<file path="src/rtl/axi_line_master.sv">
// AXI4 master turning single-word or cache-line CPU requests into INCR bursts, one transaction at a time.
// Optional AXI_TIMEOUT_EN: per-phase stall counter that aborts a hung transaction with an error.
module axi_line_master #(
    parameter int ADDR_W         = 32,
    parameter int DATA_W         = 32,
    parameter int LINE_BYTES     = 64,
    parameter int TIMEOUT_CYCLES = 1024
) (
    input  logic                      clk,
    input  logic                      rst_n,

    input  logic                      req_valid,
    output logic                      req_ready,
    input  logic                      req_we,
    input  logic                      req_line,
    input  logic [DATA_W/8-1:0]       req_strb,
    input  logic [ADDR_W-1:0]         req_addr,
    input  logic [LINE_BYTES*8-1:0]   req_data,

    output logic                      resp_valid,
    input  logic                      resp_ready,
    output logic [LINE_BYTES*8-1:0]   resp_data,
    output logic                      resp_err,

    output logic                      err_valid,
    input  logic                      err_ready,
    output logic [ADDR_W-1:0]         err_addr,

    output logic                      m_axi_awvalid,
    input  logic                      m_axi_awready,
    output logic [ADDR_W-1:0]         m_axi_awaddr,
    output logic [7:0]                m_axi_awlen,
    output logic [2:0]                m_axi_awsize,
    output logic [1:0]                m_axi_awburst,

    output logic                      m_axi_wvalid,
    input  logic                      m_axi_wready,
    output logic [DATA_W-1:0]         m_axi_wdata,
    output logic [DATA_W/8-1:0]       m_axi_wstrb,
    output logic                      m_axi_wlast,

    input  logic                      m_axi_bvalid,
    output logic                      m_axi_bready,
    input  logic [1:0]                m_axi_bresp,

    output logic                      m_axi_arvalid,
    input  logic                      m_axi_arready,
    output logic [ADDR_W-1:0]         m_axi_araddr,
    output logic [7:0]                m_axi_arlen,
    output logic [2:0]                m_axi_arsize,
    output logic [1:0]                m_axi_arburst,

    input  logic                      m_axi_rvalid,
    output logic                      m_axi_rready,
    input  logic [DATA_W-1:0]         m_axi_rdata,
    input  logic [1:0]                m_axi_rresp,
    input  logic                      m_axi_rlast
);

    localparam int BEATS  = LINE_BYTES * 8 / DATA_W;
    localparam int STRB_W = DATA_W / 8;
    localparam int IDX_W  = (BEATS > 1) ? $clog2(BEATS) : 1;
    localparam logic [2:0]        SIZE      = 3'($clog2(STRB_W));
    localparam logic [7:0]        LINE_LEN  = 8'(BEATS - 1);
    localparam logic [ADDR_W-1:0] LINE_MASK = ADDR_W'(LINE_BYTES - 1);
    localparam logic [ADDR_W-1:0] WORD_MASK = ADDR_W'(STRB_W - 1);

    typedef enum logic [2:0] {
        S_IDLE,
        S_AR,
        S_R,
        S_AW,
        S_W,
        S_B,
        S_RSP
    } state_t;

    state_t                          state_q, state_d;
    logic [ADDR_W-1:0]               addr_q, addr_d;
    logic [7:0]                      len_q, len_d;
    logic [7:0]                      cnt_q, cnt_d;
    logic                            line_q, line_d;
    logic [STRB_W-1:0]               strb_q, strb_d;
    logic [BEATS-1:0][DATA_W-1:0]    buf_q, buf_d;
    logic                            err_q, err_d;
    logic                            err_valid_q, err_valid_d;
    logic [ADDR_W-1:0]               err_addr_q, err_addr_d;
    logic [IDX_W-1:0]                slot;

    assign slot = cnt_q[IDX_W-1:0];

`ifdef AXI_TIMEOUT_EN
    localparam logic [15:0] TO_LAST = 16'(TIMEOUT_CYCLES - 1);
    logic [15:0] to_q, to_d;
    logic        busy, hs;

    assign busy = (state_q != S_IDLE) && (state_q != S_RSP);
    assign hs   = (m_axi_arvalid && m_axi_arready) || (m_axi_rready && m_axi_rvalid)
               || (m_axi_awvalid && m_axi_awready) || (m_axi_wvalid && m_axi_wready)
               || (m_axi_bready && m_axi_bvalid);
`endif

    // Held in reset, IDLE must not advertise readiness.
    assign req_ready = rst_n && (state_q == S_IDLE) && !err_valid_q;

    always_comb begin
        state_d     = state_q;
        addr_d      = addr_q;
        len_d       = len_q;
        cnt_d       = cnt_q;
        line_d      = line_q;
        strb_d      = strb_q;
        buf_d       = buf_q;
        err_d       = err_q;
        err_valid_d = err_valid_q;
        err_addr_d  = err_addr_q;
`ifdef AXI_TIMEOUT_EN
        to_d        = '0;
`endif

        if (err_valid_q && err_ready) begin
            err_valid_d = 1'b0;
        end

        case (state_q)
            S_IDLE: begin
                if (req_valid && req_ready) begin
                    addr_d  = req_line ? (req_addr & ~LINE_MASK) : (req_addr & ~WORD_MASK);
                    len_d   = req_line ? LINE_LEN : 8'd0;
                    line_d  = req_line;
                    strb_d  = req_strb;
                    cnt_d   = 8'd0;
                    err_d   = 1'b0;
                    // Reads start from a zeroed buffer so missing beats read back as zero.
                    buf_d   = req_we ? req_data : '0;
                    state_d = req_we ? S_AW : S_AR;
                end
            end
            S_AR: begin
                if (m_axi_arready) begin
                    state_d = S_R;
                end
            end
            S_R: begin
                if (m_axi_rvalid) begin
                    buf_d[slot] = m_axi_rresp[1] ? '0 : m_axi_rdata;
                    if (m_axi_rresp[1]) begin
                        err_d = 1'b1;
                    end
                    if (cnt_q == len_q) begin
                        state_d = S_RSP;
                    end else begin
                        cnt_d = cnt_q + 8'd1;
                    end
                end
            end
            S_AW: begin
                if (m_axi_awready) begin
                    state_d = S_W;
                end
            end
            S_W: begin
                if (m_axi_wready) begin
                    if (cnt_q == len_q) begin
                        state_d = S_B;
                    end else begin
                        cnt_d = cnt_q + 8'd1;
                    end
                end
            end
            S_B: begin
                if (m_axi_bvalid) begin
                    err_d   = err_q | m_axi_bresp[1];
                    state_d = S_RSP;
                end
            end
            S_RSP: begin
                if (resp_ready) begin
                    state_d = S_IDLE;
                    err_d   = 1'b0;
                    if (err_q) begin
                        err_valid_d = 1'b1;
                        err_addr_d  = addr_q;
                    end
                end
            end
            default: state_d = S_IDLE;
        endcase

`ifdef AXI_TIMEOUT_EN
        // Abort drops every valid/ready at once; the interconnect is expected to be faulty here.
        if (busy) begin
            if (hs) begin
                to_d = '0;
            end else if (to_q == TO_LAST) begin
                state_d = S_RSP;
                err_d   = 1'b1;
            end else begin
                to_d = to_q + 16'd1;
            end
        end
`endif
    end

    always_ff @(posedge clk) begin
        if (!rst_n) begin
            state_q     <= S_IDLE;
            addr_q      <= '0;
            len_q       <= '0;
            cnt_q       <= '0;
            line_q      <= 1'b0;
            strb_q      <= '0;
            buf_q       <= '0;
            err_q       <= 1'b0;
            err_valid_q <= 1'b0;
            err_addr_q  <= '0;
`ifdef AXI_TIMEOUT_EN
            to_q        <= '0;
`endif
        end else begin
            state_q     <= state_d;
            addr_q      <= addr_d;
            len_q       <= len_d;
            cnt_q       <= cnt_d;
            line_q      <= line_d;
            strb_q      <= strb_d;
            buf_q       <= buf_d;
            err_q       <= err_d;
            err_valid_q <= err_valid_d;
            err_addr_q  <= err_addr_d;
`ifdef AXI_TIMEOUT_EN
            to_q        <= to_d;
`endif
        end
    end

    assign resp_valid    = (state_q == S_RSP);
    assign resp_data     = buf_q;
    assign resp_err      = err_q;
    assign err_valid     = err_valid_q;
    assign err_addr      = err_addr_q;

    assign m_axi_arvalid = (state_q == S_AR);
    assign m_axi_araddr  = addr_q;
    assign m_axi_arlen   = len_q;
    assign m_axi_arsize  = SIZE;
    assign m_axi_arburst = 2'b01;
    assign m_axi_rready  = (state_q == S_R);

    assign m_axi_awvalid = (state_q == S_AW);
    assign m_axi_awaddr  = addr_q;
    assign m_axi_awlen   = len_q;
    assign m_axi_awsize  = SIZE;
    assign m_axi_awburst = 2'b01;

    assign m_axi_wvalid  = (state_q == S_W);
    assign m_axi_wdata   = buf_q[slot];
    assign m_axi_wstrb   = line_q ? {STRB_W{1'b1}} : strb_q;
    assign m_axi_wlast   = (state_q == S_W) && (cnt_q == len_q);
    assign m_axi_bready  = (state_q == S_B);

    // Beat count, not rlast, ends a read; only the error bit of each response matters.
    logic unused_bits;
`ifdef AXI_TIMEOUT_EN
    assign unused_bits = ^{m_axi_rresp[0], m_axi_bresp[0], m_axi_rlast};
`else
    assign unused_bits = ^{m_axi_rresp[0], m_axi_bresp[0], m_axi_rlast, 32'(TIMEOUT_CYCLES)};
`endif

endmodule

</file>
<file path="config.mk">
export PLATFORM = sky130hd
export DESIGN_NAME = axi_line_master
export DESIGN_NICKNAME = d
export VERILOG_FILES = /design/src/rtl/axi_line_master.sv
export SDC_FILE = /design/constraint.sdc
export NUM_CORES = 1
export LEC_CHECK = 0
export CAP_MARGIN = 15
export CORE_AREA = 2 2 500 502
export CTS_BUF_LIST = sky130_fd_sc_hd__clkbuf_4
export DETAILED_ROUTE_END_ITERATION = 8
export DIE_AREA = 0 0 502 504
export GPL_ROUTABILITY_DRIVEN = 0
export SLEW_MARGIN = 25
export SYNTH_ARGS = -nofsm -noshare
export SYNTH_HDL_FRONTEND = slang
export SYNTH_SLANG_ARGS = --single-unit
</file>
<file path="constraint.sdc">
create_clock -name clk -period 3 [get_ports clk]
set_clock_uncertainty 0.05 [all_clocks]
set_input_delay 0.6 -clock clk [delete_from_list [all_inputs] [get_ports clk]]
set_output_delay 0.6 -clock clk [all_outputs]
set_load 0.02 [all_outputs]
</file>
==> impl_metrics.env <==
export IMPL_row_count=183
export IMPL_hold_path_cell_count=3
export IMPL_synth_compound_area_share_pct=28.5
export IMPL_die_w_um=502
export IMPL_worst_ep_required_time_ps=2350
export IMPL_antenna_found_initial=155
export IMPL_finalCriticalPeriod_ps=4080
export IMPL_rsz0062_at_grt="true"
export IMPL_fmax_ghz=0.245
export IMPL_r2r_slack_ps=110
export IMPL_layout_common_cells="623 x clkdlybuf4s50_1, 537 x dfxtp_1, 519 x nor2_1"
export IMPL_synthMuxAreaShare_pct=12.2
export IMPL_reg2reg_from="cnt_q[0]"
export IMPL_worst_endpoint_arrival_ps=3430
export IMPL_whs_ps=181
export IMPL_final_max_slew_viol_count=0
export IMPL_nNetsFinal=5508
export IMPL_viasPerCell=4.53
export IMPL_root_buffer="clkbuf_4"
export IMPL_cp_max_fo=7
export IMPL_grt_pass1_wl_um=358000
export IMPL_status="finished with violations"
export IMPL_holdPathEnd="resp_data[76]"
export IMPL_power_density_mw_per_mm2=708
export IMPL_crit_type="reg2out"
export IMPL_pre_cts_ws_ps=-228
export IMPL_ys_warn_count=0
export IMPL_ir_worst_vdd_v=0.000700
export IMPL_coreArea_mm2=0.248
export IMPL_dieArea_mm2=0.253
export IMPL_power_leakage_uw=0.0200
export IMPL_synth_cells=3150
export IMPL_firstDrtPassIters=9
export IMPL_routed_wl_um=282000
export IMPL_synth_area_mm2=0.0296
export IMPL_yosys_area_top_type_share_pct=39.9
export IMPL_layout_setup_ws_ps=-1080
export IMPL_htreeDepth=4
export IMPL_hold_viol_final=0
export IMPL_synth_top_family_by_area="compound AO/OA/AOI/OAI gates"
export IMPL_synth_xor_area_share_pct=0.0296
export IMPL_drc_errors=10
export IMPL_fp_dieH_um=504
export IMPL_final_antenna_net_count=0
export IMPL_port_buffers=1247
export IMPL_synthArstFlopShare_pct=0
export IMPL_cts_made_buffers=181
export IMPL_r2r_end="resp_data[336]"
export IMPL_synth_area_leader_cell="dfxtp_1"
export IMPL_holdCritPathClass="in2reg"
export IMPL_synth_simple_area_share_pct=10.5
export IMPL_cts_tree="done"
export IMPL_holdCritStartpoint="req_data[76]"
export IMPL_reg2reg_depth=9
export IMPL_cp_end_kind="primary output"
export IMPL_io_pins=1277
export IMPL_synthTopCellsByArea="dfxtp_1 40%, a211oi_1 13%, a22oi_1 13%"
export IMPL_yosysSeqAreaShare_pct=39.9
export IMPL_clkSlewWorstSetupHoldPaths_ps=60
export IMPL_via_count=38300
export IMPL_wl_per_cell_um=33.4
export IMPL_relSlewSlack_pct=55.4
export IMPL_initial_core_util_pct=11.9
export IMPL_synth_seq_cells=590
export IMPL_worst_pin_slew_ps=669
export IMPL_grt_use_total_pct=21.3
export IMPL_drtIter0Drc=5805
export IMPL_clockBufferDepth=3
export IMPL_clock_latency_ps=1200
export IMPL_place_hpwl_um=231000
export IMPL_grt_max_degree=112
export IMPL_violations="DRC, setup timing"
export IMPL_finalSetupTns_ps=-32850
export IMPL_cp_start_kind="register"
export IMPL_setup_viol=33
export IMPL_layout_commonest_cell="clkdlybuf4s50_1"
export IMPL_yosys_area_share_adder_pct=0.169
export IMPL_synthFlopType="dfxtp_1"
export IMPL_synth_cell_types=56
export IMPL_clock_sinks=590
export IMPL_fillerInstances=26800
export IMPL_grt_ovfl_total=0
export IMPL_synth_edf_count=0
export IMPL_timing_final_crit_share_pct=136
export IMPL_drv_cap=0
export IMPL_postSynthAreaPerCell_um2=9.39
export IMPL_drive_above_1_share_pct=21.4
export IMPL_syn_to_final_growth_pct=86.2
export IMPL_grt_pass1_vias=36400
==> per-layer routing <==
metal,vias up,wire length (um),GRT usage (%)
li1,15600,-,-
met1,18600,101000,23.7
met2,3296,117000,31.5
met3,745,48800,14.1
met4,80,15600,9.47
met5,-,516,0
==> state kept, by name, summed over array words and instances (netlist names) <==
name / flops
m_axi_araddr: 30
strb_q: 4
resp_err: 1
err_valid: 1
resp_data: 512
cnt_q: 8
state_q: 3
m_axi_arlen: 1
err_addr: 30
==> cells in the mapped netlist (3+ instances only) <==
master and number:
clkbuf_1 187, buf_4 134, nor2_1 522, or2_2 5
or3_1 3, ha_1 4, and3_1 8, clkbuf_2 5
a211oi_1 512, nand2_1 139, dfxtp_1 590, inv_1 4
o21ai_0 7, and2_1 46, nand3_1 4, a31oi_1 3
buf_2 125, a22oi_1 512, nand3b_1 5, a21o_1 17
mux4_2 160, buf_1 34, a21oi_1 74, nor2b_1 3
nand2b_1 6
==> worst max-delay path, stage by stage, from the launching register on <==
cell     delay (ps)
dfxtp_4         370
buf_12          120
buf_8           130
buf_12          140
buf_12          140
mux4_2          630
mux4_2          530
buf_6           150
==> power breakdown <==
part	internal [uW]	switching, uW
registers	9390	2200
logic	7130	11600
clock network	4270	4350
==> final cells by class <==
cell class	count	area [um2]	area share (%)
antenna	80	200	0.364
clock buffer	256	1920	3.49
clock inverter	54	372	0.675
inverter	6	37.5	0.0682
multi-input combinational	2089	15400	28.1
sequential	590	11900	21.6
tap	3330	4170	7.57
timing repair buffer	2039	21000	38.2
==> worst max path at each step <==
stage,start,to,slack (ps),depth (start not counted)
floorplan,cnt_q[0],m_axi_wdata[10],240,4
global placement,cnt_q[0],m_axi_wdata[20],-230,5
detailed placement,cnt_q[0],m_axi_wdata[11],-230,5
CTS,cnt_q[0],m_axi_wdata[23],-1400,7
global route,cnt_q[0],m_axi_wdata[5],-1330,6
finish,cnt_q[0],m_axi_wdata[21],-1080,7
==> kinds of logic (layout without fill, tap and decap cells) <==
group	after synthesis	count (layout)
adders and majority gates	4	4
muxes	161	161
other	2	104
buffers and inverters	493	2355
and+or+nand+nor	756	756
AOI/OAI and AO/OA	1143	1143
xor gates and xnor gates	1	1
DFF	590	590
==> metrics by stage <==
step	cell area [um2]	cells	power, uW	util (%)
after detailed placement	46800	7492	30000	18.9
after global placement	46800	7492	29800	18.9
after floorplan	29700	3172	19000	-
after CTS	54700	8362	38900	22.1
final	55100	8444	39000	22.2
after global routing	55000	8410	40700	22.2
==> what timing repair did <==
item	4_1_cts	5_1_grt
setup endpoints to repair	616	42
cloned	3	1
pin swaps	5	2
buffers inserted	46	5
endpoints found under the hold margin	512	0
hold buffers	512	0
gates resized for setup	1276	44
Note: power is estimated with default switching activity, not from simulation.
